==> config.mk <==
export PLATFORM = sky130hd
export DESIGN_NAME = sd_block_fetcher
export DESIGN_NICKNAME = d
export VERILOG_FILES = /design/src/rtl/sd_fetch_pkg.sv /design/src/rtl/sd_block_fetcher.sv
export SDC_FILE = /design/constraint.sdc
export NUM_CORES = 1
export LEC_CHECK = 0
export CORE_UTILIZATION = 40
export CTS_BUF_LIST = sky130_fd_sc_hd__clkbuf_8
export CTS_CLUSTER_SIZE = 12
export DETAILED_ROUTE_END_ITERATION = 8
export MAX_ROUTING_LAYER = met4
export PLACE_DENSITY = 0.63
export SLEW_MARGIN = 20
export SYNTH_ARGS = -nofsm -noshare
export SYNTH_HDL_FRONTEND = slang
export SYNTH_SLANG_ARGS = --single-unit
==> constraint.sdc <==
create_clock -name clk -period 8 [get_ports clk]
set_input_delay 1.6 -clock clk [delete_from_list [all_inputs] [get_ports clk]]
set_output_delay 1.6 -clock clk [all_outputs]
set_load 0.05 [all_outputs]
==> src/rtl/sd_fetch_pkg.sv <==
// Shared types for the SD block fetcher.
// Holds the FSM state encoding and the default block size.
package sd_fetch_pkg;

  localparam int unsigned BLOCK_BYTES_DEF = 512;

  typedef enum logic [2:0] {
    S_IDLE,
    S_WAIT_REQ,
    S_ISSUE,
    S_RECV,
    S_DONE
  } state_e;

endpackage

==> src/rtl/sd_block_fetcher.sv <==
// Streams consecutive SD blocks of a song into a downstream FIFO.
// One block read is issued per consumer fill request.
module sd_block_fetcher
  import sd_fetch_pkg::*;
#(
  parameter int unsigned BLOCK_BYTES = BLOCK_BYTES_DEF,
  parameter int unsigned ADDR_W      = 32
) (
  input  logic              clk,
  input  logic              rst,
  input  logic              start,
  input  logic              abort,
  input  logic [ADDR_W-1:0] start_block,
  input  logic [15:0]       num_blocks,
  input  logic              fill_req,
  input  logic              sd_ready,
  output logic              sd_rd,
  output logic [ADDR_W-1:0] sd_addr,
  input  logic              sd_data_valid,
  input  logic [7:0]        sd_dout,
  input  logic              fifo_full,
  output logic              fifo_wr,
  output logic [7:0]        fifo_din,
  output logic              sd_done,
  output logic              song_done,
  output logic              busy,
  output logic              overflow
);

  localparam int unsigned CNT_W = $clog2(BLOCK_BYTES);
  localparam logic [CNT_W-1:0] LAST_BYTE = CNT_W'(BLOCK_BYTES - 1);

  state_e            state_q, state_d;
  logic [ADDR_W-1:0] cur_addr_q, cur_addr_d;
  logic [15:0]       remaining_q, remaining_d;
  logic [CNT_W-1:0]  byte_cnt_q, byte_cnt_d;
  logic              overflow_q, overflow_d;
  logic              fifo_wr_q, fifo_wr_d;
  logic [7:0]        fifo_din_q, fifo_din_d;
  logic              sd_done_q, sd_done_d;

  logic start_ok;
  logic byte_in;
  logic last_byte;

  assign start_ok  = start && (state_q == S_IDLE || state_q == S_DONE);
  assign byte_in   = (state_q == S_RECV) && sd_data_valid;
  assign last_byte = byte_in && (byte_cnt_q == LAST_BYTE);

  always_ff @(posedge clk or posedge rst) begin
    if (rst) state_q <= S_IDLE;
    else     state_q <= state_d;
  end

  always_comb begin
    state_d = state_q;
    if (abort) begin
      state_d = S_IDLE;
    end else begin
      case (state_q)
        S_IDLE, S_DONE: begin
          if (start)
            state_d = (num_blocks == 16'd0) ? S_DONE : S_WAIT_REQ;
        end
        S_WAIT_REQ: begin
          if (fill_req && sd_ready) state_d = S_ISSUE;
        end
        S_ISSUE: state_d = S_RECV;
        S_RECV: begin
          if (last_byte)
            state_d = (remaining_q == 16'd1) ? S_DONE : S_WAIT_REQ;
        end
        default: state_d = S_IDLE;
      endcase
    end
  end

  always_comb begin
    sd_rd     = (state_q == S_ISSUE);
    sd_addr   = sd_rd ? cur_addr_q : '0;
    busy      = !(state_q == S_IDLE || state_q == S_DONE);
    song_done = (state_q == S_DONE);
  end

  // Dropped bytes still advance the count so block framing stays intact.
  always_comb begin
    cur_addr_d  = cur_addr_q;
    remaining_d = remaining_q;
    byte_cnt_d  = byte_cnt_q;
    overflow_d  = overflow_q;
    fifo_wr_d   = 1'b0;
    fifo_din_d  = fifo_din_q;
    sd_done_d   = 1'b0;
    if (abort) begin
      remaining_d = '0;
      byte_cnt_d  = '0;
    end else begin
      if (start_ok) begin
        cur_addr_d  = start_block;
        remaining_d = num_blocks;
        overflow_d  = 1'b0;
      end
      if (state_q == S_ISSUE) byte_cnt_d = '0;
      if (byte_in) begin
        byte_cnt_d = byte_cnt_q + CNT_W'(1);
        if (fifo_full) begin
          overflow_d = 1'b1;
        end else begin
          fifo_wr_d  = 1'b1;
          fifo_din_d = sd_dout;
        end
      end
      if (last_byte) begin
        sd_done_d   = 1'b1;
        cur_addr_d  = cur_addr_q + ADDR_W'(1);
        remaining_d = remaining_q - 16'd1;
      end
    end
  end

  always_ff @(posedge clk or posedge rst) begin
    if (rst) begin
      cur_addr_q  <= '0;
      remaining_q <= '0;
      byte_cnt_q  <= '0;
      overflow_q  <= 1'b0;
      fifo_wr_q   <= 1'b0;
      fifo_din_q  <= '0;
      sd_done_q   <= 1'b0;
    end else begin
      cur_addr_q  <= cur_addr_d;
      remaining_q <= remaining_d;
      byte_cnt_q  <= byte_cnt_d;
      overflow_q  <= overflow_d;
      fifo_wr_q   <= fifo_wr_d;
      fifo_din_q  <= fifo_din_d;
      sd_done_q   <= sd_done_d;
    end
  end

  assign fifo_wr  = fifo_wr_q;
  assign fifo_din = fifo_din_q;
  assign sd_done  = sd_done_q;
  assign overflow = overflow_q;

endmodule

# --- Word-level counts from Yosys, hierarchy flattened ---
# Cells that the tools add are included.
# W data, S select, Z words.
classes:
  addsub: 3
  mul: 0
  n_div: 0
  n_lt_le_gt_ge: 0
  eq_ne: 9
  shifts: 0
  mux: 24
  bitwise: 2
  reduce_logical: 15
op_table:
  columns: ["operator", "count"]
  rows:
  - ["$mux W32", 3]
  - ["$mux W16", 3]
  - ["$add A32 B1 Y32 const B", 1]
  - ["$mux W9", 3]
  - ["$mux W3", 6]
  - ["$eq A16 B1 Y1 const B", 1]
  - ["$logic_not A16 Y1", 1]
  - ["$sub A16 B1 Y16 const B", 1]
  - ["$pmux W3 S4", 1]
  - ["$add A9 B1 Y9 const B", 1]
  - ["$eq A9 B9 Y1 const B", 1]
  - ["$ne A3 B3 Y1 const B", 3]
  - ["$mux W1", 8]
  - ["$eq A3 B2 Y1 const B", 2]
  - ["$reduce_and A3 Y1", 2]
  - ["$reduce_bool A3 Y1", 2]
  - ["$logic_and A1 B1 Y1", 4]
  - ["$eq A3 B1 Y1 const B", 1]
  - ["$eq A3 B3 Y1 const B", 1]
  - ["$logic_not A3 Y1", 1]
  - ["$not A1 Y1", 2]
  - ["$reduce_and A2 Y1", 1]
  - ["$reduce_bool A2 Y1", 1]
  - ["$reduce_or A2 Y1", 1]
  - ["2 further kinds", 2]
word_totals:
  reg_bits: 71
  latch_bits: 0
  ram_bits: 0
  rom_bits: 0
  in_bits: 64
  output_inout_bits: 46
  elab_cells: 61
  memories: 0

# --- Depth between registers and ports, before layout ---
# Gate-level depths: netlist (run 1).
depth:
  word_depth: 6
  ltp_mapped: 13
  ltp_nobuf: 11

# --- Least setup slack after synthesis (run 1) ---
# No wires, ideal clock.
synth_path:
  path_kind: "register to output"
  from: "register state_q[0]"
  to: "output sd_addr[22]"
  t_arrival_ps: 2029
  t_required_ps: 6400
  slack_ps: 4371
  path_stages_with_launch: 5
  path_buffers: 2
  cell_sequence: "dfrtp_1 -> buf_2 -> nor3b_1 -> clkbuf_1 -> and2_1"
synth_via:
  elab_chain_len: 2
synth_rtl:
  columns: ["item", "line", "source"]
  rows:
  - ["start, declared", "sd_block_fetcher.sv:33", "state_e state_q, state_d;"]
  - ["start signal, assigned", "sd_block_fetcher.sv:52", "else state_q <= state_d;"]
  - ["$eq A3 B2 Y1", "sd_block_fetcher.sv:79", "sd_rd = (state_q == S_ISSUE);"]
  - ["named net sd_rd", "sd_block_fetcher.sv:17", "output logic sd_rd,"]
  - ["$mux W32", "sd_block_fetcher.sv:80", "sd_addr = sd_rd ? cur_addr_q : '0;"]
  - ["end, declared", "sd_block_fetcher.sv:18", "output logic [ADDR_W-1:0] sd_addr,"]
# The timed path passes the listed nets, and every way through them passes these cells.

# --- Worst setup path after layout (run 1) ---
layout_path:
  from: "register state_q[1]"
  to: "output sd_addr[10]"
layout_via:
  elab_chain_len: 2
layout_rtl:
  columns: ["item", "line"]
  rows:
  - ["$eq A3 B2 Y1", "sd_block_fetcher.sv:79"]
  - ["$mux W32", "sd_block_fetcher.sv:80"]
# No other way between the ends.

==> results.py, run 1 <==
metrics = {
    "placed_design": {
        "dpl.hpwl_um": 8870,
        "port_buffers": 109,
        "place_inst": 733,
        "gp_congestion": 0.869,
    },
    "grt": {
        "grt_pass1_wl_um": 20700,
        "grt_usage_pct": 23.6,
        "overflow": 0,
        "grt_pass1_vias": 4126,
        "antenna_found_initial": 0,
        "grt_max_degree": 72,
    },
    "floorplan": {
        "start_util_pct": 41.6,
        "core_area_mm2": 0.0104,
        "die_width_um": 106,
        "pin_count": 110,
        "die_h_um": 106,
        "dieArea_mm2": 0.0113,
        "num_rows": 37,
    },
    "synth": {
        "ys_seq_area_share_pct": 41.0,
        "synthFlopType": "dfrtp_1",
        "netlist_instances": 511,
        "synth_nets": 580,
        "synthArstFlopShare_pct": 100,
        "yosys_warnings": 0,
        "synth_seq_cells": 71,
        "synth_area_mm2": 0.00434,
        "ys_types": 61,
        "synth_enable_flop_cells": 0,
        "syn_area_per_cell_um2": 8.49,
    },
    "power": {
        "power.share.combinational_pct": 26.1,
        "p_seq_share_pct": 47.0,
        "powerDensity_mw_per_mm2": 179,
        "p_sw_share_pct": 35.2,
        "internal-power_mw": 0.663,
        "power.switching_mw": 0.360,
        "leakagePower_nw": 2.25,
        "ir_drop_mv": 0.0875,
        "power_mw": 1.02,
        "pwr-share-clk_pct": 26.9,
    },
    "route": {
        "drt_first_pass_iters": 4,
        "wl_um": 12600,
        "wl_per_cell_um": 16.9,
        "drtIter0Drc": 255,
        "antenna_left": 0,
        "num_vias": 4354,
        "avgViaCountPerCell": 5.82,
        "drc_errors": 0,
    },
    "finish": {
        "final_util_pct": 54.8,
        "final_common_cell": "clkdlybuf4s50_1",
        "final_cell_mix": "clkdlybuf4s50_1, dfrtp_1, nor2_1",
        "syn_to_final_growth_pct": 31.7,
        "num_antenna_cells": 0,
        "layout.cells.non_filler": 748,
        "drive_gt1_share_pct": 7.68,
        "nFillCells": 999,
        "fin_nets": 677,
    },
    "critical_path": {
        "r2r_cells": 11,
        "worstSetupPathType": "flop to output port",
        "critPathMaxFanout": 33,
        "required_ps": 6400,
        "critPathCapture": "sd_addr[10]",
        "worstReg2RegStart": "byte_cnt_q[0]",
        "worstPathArrival_ps": 2390,
        "critPathLaunchType": "flop",
        "r2r_slack_ps": 4630,
        "r2r_end": "cur_addr_q[29]",
        "setup.worst_path.start": "state_q[1]",
        "endpoint_kind": "output port",
    },
    "min_path": {
        "hold_class": "flop to flop",
    },
    "clock_tree": {
        "clkLatencyLatePin_ps": 340,
        "cts_sinks": 71,
        "cts_buffer_depth": 2,
        "cts_setup_buffers": 0,
        "ctsHtreeMaxLevel": 3,
        "cts_resized": 0,
        "cts_made_buffers": 9,
        "cts_root_buffer": "clkbuf_8",
        "clk_pin_slew_ps": 70,
        "cts_tree": "done",
        "ctsHoldBuffers": 0,
    },
    "sta": {
        "post-route-min-period_ps": 3990,
        "setup_viol": 0,
        "rsz0062_at_grt": "no",
        "hold_violations": 0,
        "skew_ps": 11.7,
        "slew_violations": 0,
        "fmax_mhz": 250,
        "fin_hold_ws_ps": 482,
        "fin_crit_sh_pct": 49.9,
        "max-slew-margin-rel_pct": 33.8,
        "worstMarginPinSlew_ps": 991,
        "setup_tns_ps": 0,
    },
    "outcome": {
        "status": "completed",
    },
    "flow_run": {
        "cap_viol_max_count": 0,
    },
}
## synthesized netlist by cell type (4+ instances only)
cell / instances / area share, %
a22oi_1: 5 / 0.87
nand2_1: 44 / 3.8
mux2_2: 8 / 2.1
a32oi_1: 4 / 0.81
nor4_1: 9 / 1.3
nor3_1: 18 / 2.1
buf_2: 6 / 0.69
a211oi_1: 7 / 1.2
o22a_1: 6 / 1.2
o21ai_0: 42 / 4.8
a31oi_1: 12 / 1.7
a21oi_1: 41 / 4.7
inv_1: 8 / 0.69
dfrtp_1: 71 / 41
o22ai_1: 6 / 0.87
and2_1: 32 / 4.6
nand3_1: 24 / 2.8
or4_1: 5 / 0.87
and4_1: 7 / 1.4
nand4_1: 10 / 1.4
ha_1: 5 / 1.4
clkbuf_1: 23 / 2.0
and3_1: 12 / 1.7
nor2_1: 47 / 4.1
## cells by family (layout without fill, tap and decap cells)
| logic type | count (synthesis) | in the layout | synth area share (%) |
|---|---|---|---|
| compound gates | 156 | 156 | 22.9 |
| simple gates | 229 | 229 | 28.3 |
| buf+inv | 40 | 141 | 3.89 |
| flops | 71 | 71 | 41.0 |
| mux | 9 | 9 | 2.31 |
| fa+ha+maj | 5 | 5 | 1.44 |
| xor+xnor | 1 | 1 | 0.202 |
## worst max-delay path: stages (launching register included)
cell and delay, ps:
dfrtp_1 550, nor3b_2 220, buf_4 280, and2_1 190, clkdlybuf4s50_1 810
## area by class of cell
cell class | instances | area [um2] | area share [%]
repair buffers | 117 | 1150 | 20.2
flip-flops and latches | 71 | 1780 | 31.1
well taps | 136 | 170 | 2.98
clock inverters | 6 | 55.1 | 0.964
clock buffers | 9 | 124 | 2.17
inverters | 9 | 33.8 | 0.592
multi-input cells | 400 | 2400 | 42.0
## power by group through the flow
| stage | clock (mW) | sequential, mW | combinational [mW] |
|---|---|---|---|
| 2_1_floorplan | 0 | 0.471 | 0.176 |
| 3_5_place_dp | 0 | 0.487 | 0.267 |
| 5_1_grt | 0.298 | 0.491 | 0.292 |
| 3_3_place_gp | 0 | 0.484 | 0.263 |
| 6_report | 0.276 | 0.481 | 0.267 |
| 4_1_cts | 0.279 | 0.480 | 0.268 |
## worst min path at each step
stage	startpoint	end	depth (start not counted)	slack, ps
after floorplan	byte_cnt_q[7]	byte_cnt_q[7]	1	440
after global placement	byte_cnt_q[7]	byte_cnt_q[7]	1	460
after detailed placement	byte_cnt_q[7]	byte_cnt_q[7]	1	480
after CTS	byte_cnt_q[7]	byte_cnt_q[7]	1	480
after global routing	byte_cnt_q[7]	byte_cnt_q[7]	1	510
final	byte_cnt_q[7]	byte_cnt_q[7]	1	480
## registers in the layout, indices dropped and copies added, names as in the netlist
register     count
byte_cnt_q       9
remaining_q     16
sd_done          1
fifo_wr          1
state_q          3
cur_addr_q      32
fifo_din         8
overflow         1
## per-stage QoR
step	worst slack (ps)	area (um2)
after global routing	3860	5710
after floorplan	4370	4340
after detailed placement	3720	5530
final	4010	5710
after global placement	3800	5530
after CTS	3990	5710
## layer usage
layer / vias up / share of wire [%] / global-route usage [%]
met4: 0 / 1.1 / 5.46
met3: 16 / 5.1 / 4.41
met1: 2080 / 46 / 31.7
met5: - / 0 / -
met2: 154 / 48 / 37.2
li1: 2104 / - / -
Power figures use the tool's default switching activity.
==> run 2, diff against run 1 <==
--- a/config.mk
+++ b/config.mk
@@ -10,7 +10,7 @@
 export CTS_CLUSTER_SIZE = 12
 export DETAILED_ROUTE_END_ITERATION = 8
 export MAX_ROUTING_LAYER = met4
-export PLACE_DENSITY = 0.63
+export PLACE_DENSITY = 0.66
 export SLEW_MARGIN = 20
 export SYNTH_ARGS = -nofsm -noshare
 export SYNTH_HDL_FRONTEND = slang
==> constraint.sdc (replaced) <==
create_clock -name clk -period 3.5 [get_ports clk]
set_input_delay 0.7 -clock clk [delete_from_list [all_inputs] [get_ports clk]]
set_output_delay 0.7 -clock clk [all_outputs]
set_load 0.05 [all_outputs]
==> results.py, run 2 (synthesized netlist as in run 1, its figures left out) <==
metrics = {
    "clock_tree": {
        "clkLatencyLatePin_ps": 350,
        "cts_buffer_depth": 2,
        "ctsHoldBuffers": 0,
        "ctsHtreeMaxLevel": 3,
        "cts_made_buffers": 9,
        "cts_root_buffer": "clkbuf_8",
        "cts_sinks": 71,
        "clk_pin_slew_ps": 80,
        "cts_setup_buffers": 0,
        "cts_tree": "done",
        "cts_resized": 0,
    },
    "grt": {
        "grt_max_degree": 34,
        "antenna_found_initial": 0,
        "overflow": 0,
        "grt_usage_pct": 23.6,
        "grt_pass1_vias": 4203,
        "grt_pass1_wl_um": 20600,
    },
    "sta": {
        "setup_viol": 0,
        "slew_violations": 0,
        "fmax_mhz": 320,
        "rsz0062_at_grt": "no",
        "max-slew-margin-rel_pct": 50.6,
        "hold_violations": 0,
        "setup_tns_ps": 0,
        "skew_ps": 13.2,
        "fin_crit_sh_pct": 89.3,
        "worstMarginPinSlew_ps": 738,
        "post-route-min-period_ps": 3120,
    },
    "power": {
        "leakagePower_nw": 2.30,
        "powerDensity_mw_per_mm2": 433,
        "ir_drop_mv": 0.328,
    },
    "critical_path": {
        "cp_cell_sequence": "nor3b_2 > buf_4 > and2_2 > clkdlybuf4s50_1",
        "endpoint_kind": "output port",
        "slowest_stage": "clkdlybuf4s50_1",
        "worstPathArrival_ps": 2420,
        "worstSetupPathType": "flop to output port",
        "required_ps": 2800,
        "critPathLaunchType": "flop",
        "critPathMaxFanout": 33,
        "slowest_delay_ps": 790,
    },
    "floorplan": {
        "dieArea_mm2": 0.0113,
        "num_rows": 37,
        "die_width_um": 106,
        "start_util_pct": 41.6,
        "core_area_mm2": 0.0104,
        "pin_count": 110,
        "die_h_um": 106,
    },
    "outcome": {
        "status": "completed",
    },
    "finish": {
        "drive_gt1_share_pct": 9.19,
        "top_register": "cur_addr_q",
        "syn_to_final_growth_pct": 34.4,
        "final_common_cell": "clkdlybuf4s50_1",
        "layout.cells.non_filler": 756,
        "largest_register_ff_count": 32,
        "final_cell_mix": "clkdlybuf4s50_1, dfrtp_1, nor2_1",
        "top_regs": "cur_addr_q (32), remaining_q (16), byte_cnt_q (9)",
        "num_antenna_cells": 0,
        "fin_nets": 684,
    },
    "placed_design": {
        "gp_congestion": 0.860,
        "port_buffers": 109,
        "place_inst": 740,
        "dpl.hpwl_um": 8990,
    },
    "route": {
        "drtIter0Drc": 193,
        "antenna_left": 0,
        "drt_first_pass_iters": 4,
        "drc_errors": 0,
        "wl_per_cell_um": 16.6,
        "num_vias": 4428,
        "wl_um": 12600,
        "avgViaCountPerCell": 5.86,
    },
    "min_path": {
        "hold_class": "flop to flop",
    },
    "flow_run": {
        "cap_viol_max_count": 0,
    },
}
-- run 2: cell count changes in the layout (fill, tap and decap cells not counted) --
cell | previous run | this run
buf_4 | 8 | 15
bufinv_16 | 1 | 3
clkinv_2 | 2 | 1
clkinv_4 | 0 | 3
clkinvlp_4 | 1 | 0
inv_1 | 9 | 7
-- run 2: worst max-delay path, delay by kind of cell (launching register included) --
family | cells | cell delay, ps
simple gates | 2 | 430
flops | 1 | 550
buf+inv | 2 | 1080
-- run 2: per-stage QoR --
| step | power [mW] | util [%] | hold slack, ps | worst slack, ps | instance area, um2 |
|---|---|---|---|---|---|
| after floorplan | 1.48 | - | 443 | 771 | 4340 |
| after global placement | 1.71 | 53.6 | 471 | 606 | 5580 |
| after detailed placement | 1.72 | 53.6 | 475 | 522 | 5580 |
| after CTS | 2.54 | 56.0 | 493 | 347 | 5830 |
| after global routing | 2.65 | 56.0 | 525 | 229 | 5830 |
| final | 2.53 | 56.0 | 486 | 375 | 5830 |
-- run 2: worst paths after layout --
check	depth (start not counted)	from	slack (ps)	end
max reg2reg	11	byte_cnt_q[0]	550	cur_addr_q[15]
min in group asynchronous	2	rst	730	cur_addr_q[0]
min	1	byte_cnt_q[7]	490	byte_cnt_q[7]
min reg2reg	1	byte_cnt_q[7]	490	byte_cnt_q[7]
max	4	state_q[1]	380	sd_addr[8]
max in group asynchronous	3	rst	1960	remaining_q[8]
-- run 2: area by class of cell --
class / count / area, um2
clock inverters: 7 / 121
well taps: 136 / 170
inverters: 9 / 33.8
clock buffers: 9 / 124
fillers: 944 / 4590
flip-flops and latches: 71 / 1780
multi-input cells: 400 / 2400
repair buffers: 124 / 1200
-- run 2: metal layers --
layer,track usage [%],vias up,part of all wire [%]
met5,-,-,0
met4,7.14,0,1.7
li1,-,2123,-
met3,4.48,18,5.5
met1,30.8,2131,46
met2,37.3,156,47
-- run 2: report_power, final --
group / internal [mW] / leakage (nW) / switching [mW] / total, mW
clock network: 0.476 / 0.123 / 0.339 / 0.815
logic: 0.265 / 1.29 / 0.355 / 0.620
registers: 0.936 / 0.895 / 0.154 / 1.09
total: 1.68 / 2.30 / 0.849 / 2.53
==> run 3, diff against run 2 <==
--- a/config.mk
+++ b/config.mk
@@ -11,6 +11,7 @@
 export DETAILED_ROUTE_END_ITERATION = 8
 export MAX_ROUTING_LAYER = met4
 export PLACE_DENSITY = 0.66
+export SETUP_SLACK_MARGIN = 0.4
 export SLEW_MARGIN = 20
 export SYNTH_ARGS = -nofsm -noshare
 export SYNTH_HDL_FRONTEND = slang
==> results.py, run 3 (synthesized netlist as in run 1, its figures left out) <==
metrics = {
    "outcome": {
        "status": "completed",
    },
    "flow_run": {
        "cap_viol_max_count": 0,
    },
    "finish": {
        "drive_gt1_share_pct": 9.19,
        "num_antenna_cells": 0,
        "final_common_cell": "clkdlybuf4s50_1",
        "largest_register_ff_count": 32,
        "nFillCells": 961,
        "finalInstanceArea_mm2": 0.00580,
        "fin_nets": 684,
        "top_regs": "cur_addr_q (32), remaining_q (16), byte_cnt_q (9)",
        "syn_to_final_growth_pct": 33.6,
        "top_register": "cur_addr_q",
        "final_cell_mix": "clkdlybuf4s50_1, dfrtp_1, nor2_1",
    },
    "min_path": {
        "holdCritStartpoint": "byte_cnt_q[7]",
        "hold_class": "flop to flop",
        "hold_path_depth": 1,
        "holdPathEnd": "byte_cnt_q[7]",
    },
    "sta": {
        "max-slew-margin-rel_pct": 51.5,
        "setup_tns_ps": 0,
        "rsz0062_at_grt": "no",
        "post-route-min-period_ps": 2870,
        "fin_crit_sh_pct": 82.1,
        "slew_violations": 0,
        "hold_violations": 0,
        "worstMarginPinSlew_ps": 724,
        "setup_viol": 0,
        "fmax_mhz": 348,
        "skew_ps": 15.0,
        "layout_setup_ws_ps": 627,
    },
    "clock_tree": {
        "clkLatencyLatePin_ps": 350,
        "cts_made_buffers": 9,
        "clk_pin_slew_ps": 80,
        "cts_sinks": 71,
        "cts_tree": "done",
        "cts_buffer_depth": 2,
        "ctsHoldBuffers": 0,
        "cts_root_buffer": "clkbuf_8",
        "ctsHtreeMaxLevel": 3,
    },
    "grt": {
        "overflow": 0,
        "grt_pass1_vias": 4221,
        "antenna_found_initial": 0,
        "grt_max_degree": 34,
        "grt_pass1_wl_um": 20600,
        "grt_usage_pct": 23.7,
    },
    "power": {
        "p_sw_share_pct": 33.7,
        "power.switching_mw": 0.846,
        "pwr-share-clk_pct": 32.4,
        "power.share.combinational_pct": 24.2,
        "powerDensity_mw_per_mm2": 434,
        "internal-power_mw": 1.67,
        "ir_drop_mv": 0.328,
        "p_seq_share_pct": 43.4,
        "leakagePower_nw": 2.47,
    },
    "route": {
        "num_vias": 4444,
        "drt_first_pass_iters": 4,
        "avgViaCountPerCell": 5.88,
        "drc_errors": 0,
        "antenna_left": 0,
        "wl_um": 12500,
        "wl_per_cell_um": 16.5,
        "drtIter0Drc": 196,
    },
    "critical_path": {
        "r2r_end": "cur_addr_q[5]",
        "worstSetupPathType": "flop to flop",
        "r2r_slack_ps": 630,
        "endpoint_kind": "flop",
        "worstPathArrival_ps": 3110,
        "r2r_cells": 10,
        "critPathMaxFanout": 11,
        "worstReg2RegStart": "byte_cnt_q[0]",
        "critPathLaunchType": "flop",
        "required_ps": 3730,
    },
    "placed_design": {
        "dpl.hpwl_um": 8990,
        "placed_area_mm2": 0.00558,
        "pre_cts_ws_ps": 522,
        "gp_congestion": 0.860,
        "port_buffers": 109,
    },
    "floorplan": {
        "die_width_um": 106,
        "dieArea_mm2": 0.0113,
        "start_util_pct": 41.6,
        "die_h_um": 106,
        "num_rows": 37,
        "core_area_mm2": 0.0104,
        "pin_count": 110,
    },
}
run 3: how the worst max path moves through the flow:
stage	endpoint	cells past startpoint	slack, ps	from
finish	cur_addr_q[5]	10	630	byte_cnt_q[0]
floorplan	sd_addr[22]	4	770	state_q[0]
detailed placement	remaining_q[11]	7	520	abort
global route	cur_addr_q[22]	10	450	byte_cnt_q[0]
global placement	remaining_q[11]	7	610	abort
CTS	sd_rd	3	490	state_q[1]
run 3: area by class of cell:
type / instances / area (um2) / area share, %
Clock buffer: 9 / 124 / 2.14
Clock inverter: 7 / 121 / 2.09
Inverter: 9 / 33.8 / 0.583
Tap cell: 136 / 170 / 2.94
Timing Repair Buffer: 124 / 1170 / 20.1
Sequential cell: 71 / 1780 / 30.7
Multi-Input combinational cell: 400 / 2400 / 41.5
run 3: critical path, cell delays in order, from the launching register on:
cell and delay [ps]:
dfrtp_1 410, ha_1 210, and3_1 190, and3_1 190, and3_1 170, ha_1 170, and4_1 260, nand2_1 300
buf_4 300, o32a_1 350, o22a_1 200
run 3: stage by stage:
step | utilization (%) | std cells | hold slack (ps) | power [mW]
2_1_floorplan | - | 511 | 443 | 1.48
3_3_place_gp | 53.6 | 740 | 471 | 1.71
3_5_place_dp | 53.6 | 740 | 475 | 1.72
4_1_cts | 55.6 | 756 | 493 | 2.53
5_1_grt | 55.6 | 756 | 525 | 2.64
6_report | 55.6 | 756 | 500 | 2.51
run 3: what timing repair did:
item | in CTS | in global routing
buffers inserted | 0 | 0
resized for setup | 32 | 2
endpoints found under the setup margin | 32 | 9
run 3: power by group through the flow:
stage               sequential (mW)  combinational [mW]  clock [mW]
global route                   1.11               0.665       0.859
detailed placement             1.10               0.620           0
global placement               1.10               0.613           0
floorplan                      1.08               0.402           0
finish                         1.09               0.609       0.814
CTS                            1.09               0.612       0.829
run 3: per-layer routing:
metal	vias up	global-route usage (%)	share of wire, %
met5	-	-	0
met4	0	7.14	1.7
met3	18	4.48	5.9
met2	172	37.4	47
met1	2128	30.8	45
li1	2126	-	-
